<file path="src/rtl/rca_pkg.sv">
// Shared definitions for the ripple-carry adder and its multi-word sequencer.
package rca_pkg;

    localparam int unsigned DIGIT_W = 3;

    typedef enum logic [1:0] {
        IDLE,
        RUN,
        DONE
    } seq_state_t;

endpackage

</file>
<file path="src/rtl/rca_serial_sequencer.sv">
// Multi-word adder: streams 3-bit digits, LSB first, through an external rca_adder3 and
// collects the partial sums into a full-width result behind valid/ready handshakes.
module rca_serial_sequencer
    import rca_pkg::*;
#(
    parameter  int unsigned WORDS = 4,
    localparam int unsigned W     = DIGIT_W * WORDS,
    localparam int unsigned IDX_W = (WORDS > 1) ? $clog2(WORDS) : 1
) (
    input  logic               clk,
    input  logic               rst,
    input  logic               in_valid,
    output logic               in_ready,
    input  logic [W-1:0]       in_a,
    input  logic [W-1:0]       in_b,
    input  logic               in_cin,
    output logic [DIGIT_W-1:0] add_a,
    output logic [DIGIT_W-1:0] add_b,
    output logic               add_cin,
    input  logic [DIGIT_W-1:0] add_sum,
    input  logic               add_cout,
    output logic               out_valid,
    input  logic               out_ready,
    output logic [W-1:0]       out_sum,
    output logic               out_cout,
    output logic               busy
);

    seq_state_t       state_q, state_d;
    logic [IDX_W-1:0] idx_q, idx_d;
    logic [W-1:0]     a_q, a_d;
    logic [W-1:0]     b_q, b_d;
    logic [W-1:0]     sum_q, sum_d;
    logic             carry_q, carry_d;

    int unsigned      dig_lsb;
    logic             last_digit;

    assign dig_lsb    = DIGIT_W * 32'(idx_q);
    assign last_digit = (idx_q == IDX_W'(WORDS - 1));

    always_comb begin
        state_d   = state_q;
        idx_d     = idx_q;
        a_d       = a_q;
        b_d       = b_q;
        sum_d     = sum_q;
        carry_d   = carry_q;
        in_ready  = 1'b0;
        busy      = 1'b1;
        add_a     = '0;
        add_b     = '0;
        add_cin   = 1'b0;
        out_valid = 1'b0;
        out_sum   = '0;
        out_cout  = 1'b0;

        unique case (state_q)
            IDLE: begin
                in_ready = 1'b1;
                busy     = 1'b0;
                if (in_valid) begin
                    a_d     = in_a;
                    b_d     = in_b;
                    carry_d = in_cin;
                    sum_d   = '0;
                    idx_d   = '0;
                    state_d = RUN;
                end
            end
            RUN: begin
                add_a   = a_q[dig_lsb +: DIGIT_W];
                add_b   = b_q[dig_lsb +: DIGIT_W];
                add_cin = carry_q;
                sum_d[dig_lsb +: DIGIT_W] = add_sum;
                carry_d = add_cout;
                if (last_digit) begin
                    state_d = DONE;
                end else begin
                    idx_d = idx_q + IDX_W'(1);
                end
            end
            DONE: begin
                out_valid = 1'b1;
                out_sum   = sum_q;
                out_cout  = carry_q;
                if (out_ready) begin
                    state_d = IDLE;
                end
            end
            default: begin
                state_d = IDLE;
            end
        endcase
    end

    always_ff @(posedge clk) begin
        if (rst) begin
            state_q <= IDLE;
            idx_q   <= '0;
            a_q     <= '0;
            b_q     <= '0;
            sum_q   <= '0;
            carry_q <= 1'b0;
        end else begin
            state_q <= state_d;
            idx_q   <= idx_d;
            a_q     <= a_d;
            b_q     <= b_d;
            sum_q   <= sum_d;
            carry_q <= carry_d;
        end
    end

endmodule

</file>
<file path="config.mk">
export PLATFORM = sky130hd
export DESIGN_NAME = rca_serial_sequencer
export DESIGN_NICKNAME = d
export VERILOG_FILES = /design/src/rtl/rca_pkg.sv /design/src/rtl/rca_serial_sequencer.sv
export SDC_FILE = /design/constraint.sdc
export NUM_CORES = 1
export LEC_CHECK = 0
export CAP_MARGIN = 10
export CORE_ASPECT_RATIO = 0.8
export CORE_UTILIZATION = 25
export DETAILED_ROUTE_END_ITERATION = 10
export GPL_ROUTABILITY_DRIVEN = 1
export HOLD_SLACK_MARGIN = 0.06
export SYNTH_ARGS = -nofsm -noshare
export SYNTH_HDL_FRONTEND = slang
export SYNTH_SLANG_ARGS = --single-unit
export TNS_END_PERCENT = 5
</file>
<file path="constraint.sdc">
create_clock -name clk -period 2.3 [get_ports clk]
set_input_delay 0.23 -clock clk [delete_from_list [all_inputs] [get_ports clk]]
set_output_delay 0.23 -clock clk [all_outputs]
set_load 0.02 [all_outputs]
</file>
* After elaboration in Yosys (flattened, before gate mapping)
Cells that the tools add are included.
Word-level totals: memories 0, bits in latches 0, ROM bits 0, input bits 33, bits in writable memories 0, bits in registers 41
Cells by class: mux-type cells 20, equal/unequal tests 7, bitwise logic cells 0, add/sub/neg operators 2, div/mod/pow operators 0, order comparisons 0, shifts and indexed selects 4, multipliers 1, reduce and logical (&&, ||, !) cells 6
Operator list (number):
- $neg A4 Y34 | 1
- $shift A3 B34 Y12 const A | 1
- $shiftx A3 B34 Y12 | 1
- $mux W12 | 2
- $pmux W12 S2 | 1
- $shiftx A12 B5 Y3 | 2
- $bwmux W12 | 1
- $mux W2 | 5
- $ne A2 B2 Y1 const B | 4
- $mux W1 | 6
- $mux W3 | 2
- $pmux W2 S3 | 1
- $reduce_and A3 Y1 | 2
- $eq A2 B2 Y1 const B | 2
- $mul A2 B2 Y4 const A | 1
- $pmux W2 S2 | 1
- $reduce_and A2 Y1 | 2
- $add A2 B1 Y2 const B | 1
- $eq A2 B1 Y1 const B | 1
- $logic_not A2 Y1 | 1
- $pmux W1 S2 | 1
- $reduce_bool A2 Y1 | 1

* Depth between registers and ports, before layout
depth in word-level cells 5, gate-level depth with buffers 6, depth with buffers taken out 5

* Least setup slack after synthesis
No wires, ideal clock.
path kind reg-to-reg, start point register idx_q[0], end point register sum_q[0], data required time 2241 ps, library setup time 59 ps, arrival 1662 ps, path buffers 1, period minus slack after synthesis 1721 ps, stages on the path, launching flop included 6, path slack 579 ps, cells stage by stage dfxtp_1 > buf_2 > inv_1 > ha_1 > nor4b_1 > a22o_1
Between the ends: longest elaborated chain between the ends 5, elaborated cells between the ends (all ways) 6
RTL lines:
- start: declaration | line rca_serial_sequencer.sv:30 | logic [IDX_W-1:0] idx_q, idx_d;
- start signal: assignment | line rca_serial_sequencer.sv:107 | idx_q <= idx_d;
- $mul A2 B2 Y4 * | line rca_serial_sequencer.sv:39 | assign dig_lsb = DIGIT_W * 32'(idx_q);
- $neg A4 Y34 * | line rca_serial_sequencer.sv:75 | sum_d[dig_lsb +: DIGIT_W] = add_sum;
- $shiftx A3 B34 Y12 or $shift A3 B34 Y12 (tied branches) | line rca_serial_sequencer.sv:75
- $bwmux W12 * | line rca_serial_sequencer.sv:75
- $pmux W12 S2 * | line rca_serial_sequencer.sv:58 | unique case (state_q)
- end signal: assignment | line rca_serial_sequencer.sv:110 | sum_q <= sum_d;
- end: declaration | line rca_serial_sequencer.sv:33 | logic [W-1:0] sum_q, sum_d;
Every way passes the cells marked *; elsewhere a longest branch is shown, timed or not. A chain may end at the register's enable or synchronous reset.

* Worst setup path in the final report
start point register state_q[0], end point output out_cout
Between the ends: longest elaborated chain between the ends 2
RTL lines:
- start: declaration | line rca_serial_sequencer.sv:29 | seq_state_t state_q, state_d;
- start signal: assignment | line rca_serial_sequencer.sv:106 | state_q <= state_d;
- $eq A2 B2 Y1 | line rca_serial_sequencer.sv:58
- $mux W1 | line rca_serial_sequencer.sv:58
- end: declaration | line rca_serial_sequencer.sv:25 | output logic out_cout,
No other way between the ends.

==> flow_metrics.tcl <==
set metrics [dict create \
    synth.avg_cell_area_um2 9.29 \
    drt_iter0_drc 47 \
    p_switching_mw 0.385 \
    startpoint_type "flop" \
    swShare 0.243 \
    placementRows 28 \
    via_per_inst 4.36 \
    chipWidth_um 101 \
    final_common_cell "clkdlybuf4s50_1" \
    setup_tns_ns 0 \
    cts.htree.levels 2 \
    antenna_found_initial 0 \
    clockRootBuffer "clkbuf_8" \
    dieArea_um2 8270 \
    crit_fanout 15 \
    hold_end "b_q[8]" \
    clk_path_buf_depth 2 \
    drc 0 \
    rr_endpoint "sum_q[2]" \
    worstHoldStart "b_q[8]" \
    yosysSeqAreaShare 0.415 \
    synth-edff-count 0 \
    hold_slack_ns 0.454 \
    setup_violations 0 \
    yosysUniqueCellTypes 38 \
    n_fill_cell 789 \
    dr_total_vias 1621 \
    synth_nets 252 \
    status "finished, final reports clean" \
    clk_pin_slew_ns 0.08 \
    yosys_warnings 0 \
    path_class "reg2out" \
    postPlaceCellArea_um2 2600 \
    r2r-start "idx_q[0]" \
    grt_max_degree 27 \
    cts_tree "yes" \
    synth.ff_latch_count 41 \
    cts_buffers 5 \
    slew_viol_final 0 \
    p_total_mw 1.58 \
    slew_headroom 0.630 \
    hp-class "reg2reg" \
    cap_violations 0 \
    powerDensity_nw_per_um2 580 \
    rrSetupSlack_ns 0.47 \
    core-area_um2 7530 \
    hpwl_um 3330 \
    cts_hold_buf 0 \
    wl_per_cell_um 12.3 \
    grt_pass1_wl_um 7730 \
    clock-sinks 41 \
    worstPathRequired_ns 2.07 \
    internal_power_mw 1.19 \
    ir_drop_mv 0.232 \
    areaGrowthSynthToFinish_pct 37.6 \
    utilization 0.361 \
    grt_pass1_vias 1615 \
    grt_setup_unrepaired "no" \
    tightestPinTransition_ns 0.547 \
    p_seq_frac 0.486 \
    leakage_nw 0.980 \
    min_period_ns 2.18 \
    ios 56 \
    skew_ns 0.00702 \
    clkPwrFrac 0.366 \
    io_buffers 55 \
    syn_area_um2 1980 \
    final_cell_mix "clkdlybuf4s50_1, nand2_1, dfxtp_1" \
    worst_skew_pair.late_latency_ns 0.29 \
    wirelength_um 4570 \
    gr-usage-all-layers 0.119 \
    fin_crit_sh 0.948 \
    drtPass1Iterations 4 \
    synthCells 213 \
    hold_viol 0 \
    diodes 0 \
    power_frac_comb 0.148 \
    fmax_ghz 0.459 \
    final_cell_area_um2 2720 \
    nets 305 \
    synth-async-reset-ratio 0 \
    initial_core_util 0.263 \
    synth_flop_cell "dfxtp_1" \
    crit_arrival_ns 1.95 \
    worstRegToRegCells 5 \
    antenna_left 0 \
    end_kind "output pin" \
    gp_congestion 0.744 \
    hold_path_depth 2 \
    die_h_um 81.6 \
    drive_gt1_frac 0.135 \
    grt_overflow 0 \
]
through the flow:
stage               setup WS [ns]  instances
floorplan                   0.579        213
global placement            0.187        364
detailed placement          0.190        364
CTS                        0.0333        372
global route               0.0166        372
finish                      0.121        372
worst max-delay path by stage:
stage	start	end	depth (start not counted)
floorplan	idx_q[0]	sum_q[0]	5
global placement	idx_q[0]	add_b[1]	3
detailed placement	idx_q[0]	add_b[1]	3
CTS	idx_q[0]	add_b[1]	3
global route	state_q[0]	out_cout	3
finish	state_q[0]	out_cout	3
per-layer routing:
metal | GRT usage | up-vias | part of all wire
li1 | - | 837 | -
met1 | 0.156 | 762 | 0.50
met2 | 0.195 | 20 | 0.47
met3 | 0.0238 | 2 | 0.030
met4 | 0.0391 | 0 | 0.0090
met5 | 0 | - | 0
Yosys cell counts (all sizes together), types with 2 or more instances:
cell      n  area share
a21oi    30       0.083
a22o      9       0.040
and2     13       0.041
and2b     2      0.0082
and3      2      0.0070
buf      10       0.040
clkbuf    4      0.0082
dfxtp    41        0.41
ha        6       0.038
inv       7       0.013
mux2      4       0.023
mux4      6       0.068
nand2    49       0.093
nand2b    2       0.010
nand3     2      0.0051
nor2b     8       0.025
o2bb2ai   3       0.013
o31ai     2      0.0076
logic make-up (layout without fill, tap and decap cells):
| group | Yosys count | count (layout) | share of synthesized area |
|---|---|---|---|
| AOI/OAI and AO/OA | 47 | 47 | 0.156 |
| adders and majority gates | 6 | 6 | 0.0379 |
| and+or+nand+nor | 88 | 88 | 0.238 |
| muxes | 10 | 10 | 0.0911 |
| buffers and inverters | 21 | 75 | 0.0620 |
| DFF | 41 | 41 | 0.415 |
power groups by stage:
| stage | clock, mW | combinational, mW | sequential, mW |
|---|---|---|---|
| 2_1_floorplan | 0 | 0.154 | 0.771 |
| 3_3_place_gp | 0 | 0.233 | 0.785 |
| 3_5_place_dp | 0 | 0.234 | 0.785 |
| 4_1_cts | 0.597 | 0.235 | 0.769 |
| 5_1_grt | 0.641 | 0.257 | 0.774 |
| 6_report | 0.578 | 0.233 | 0.768 |
layout make-up:
cell class | instances | area [um^2] | area share
Tap cell | 105 | 131 | 0.0483
Clock buffer | 5 | 68.8 | 0.0253
Inverter | 7 | 26.3 | 0.00966
Clock inverter | 3 | 46.3 | 0.0170
Sequential cell | 41 | 826 | 0.303
Multi-Input combinational cell | 151 | 1030 | 0.380
Timing Repair Buffer | 60 | 588 | 0.216
what timing repair did:
| item | 4_1_cts | 5_1_grt |
|---|---|---|
| endpoints found under the setup margin | 6 | 3 |
| pin swaps | 0 | 0 |
| gates resized for setup | 1 | 2 |
| setup buffers | 0 | 0 |
registers in the layout, summed over array words and instances (netlist names):
signal and flops:
idx_q 2, a_q 12, carry_q 1, b_q 12
sum_q 12, state_q 2
critical path, cell delays in order, from the launching register on:
cell	delay, ns
dfxtp_1	0.57
and2b_2	0.36
and2_1	0.19
clkdlybuf4s50_1	0.54
Power figures use the tool's default switching activity.
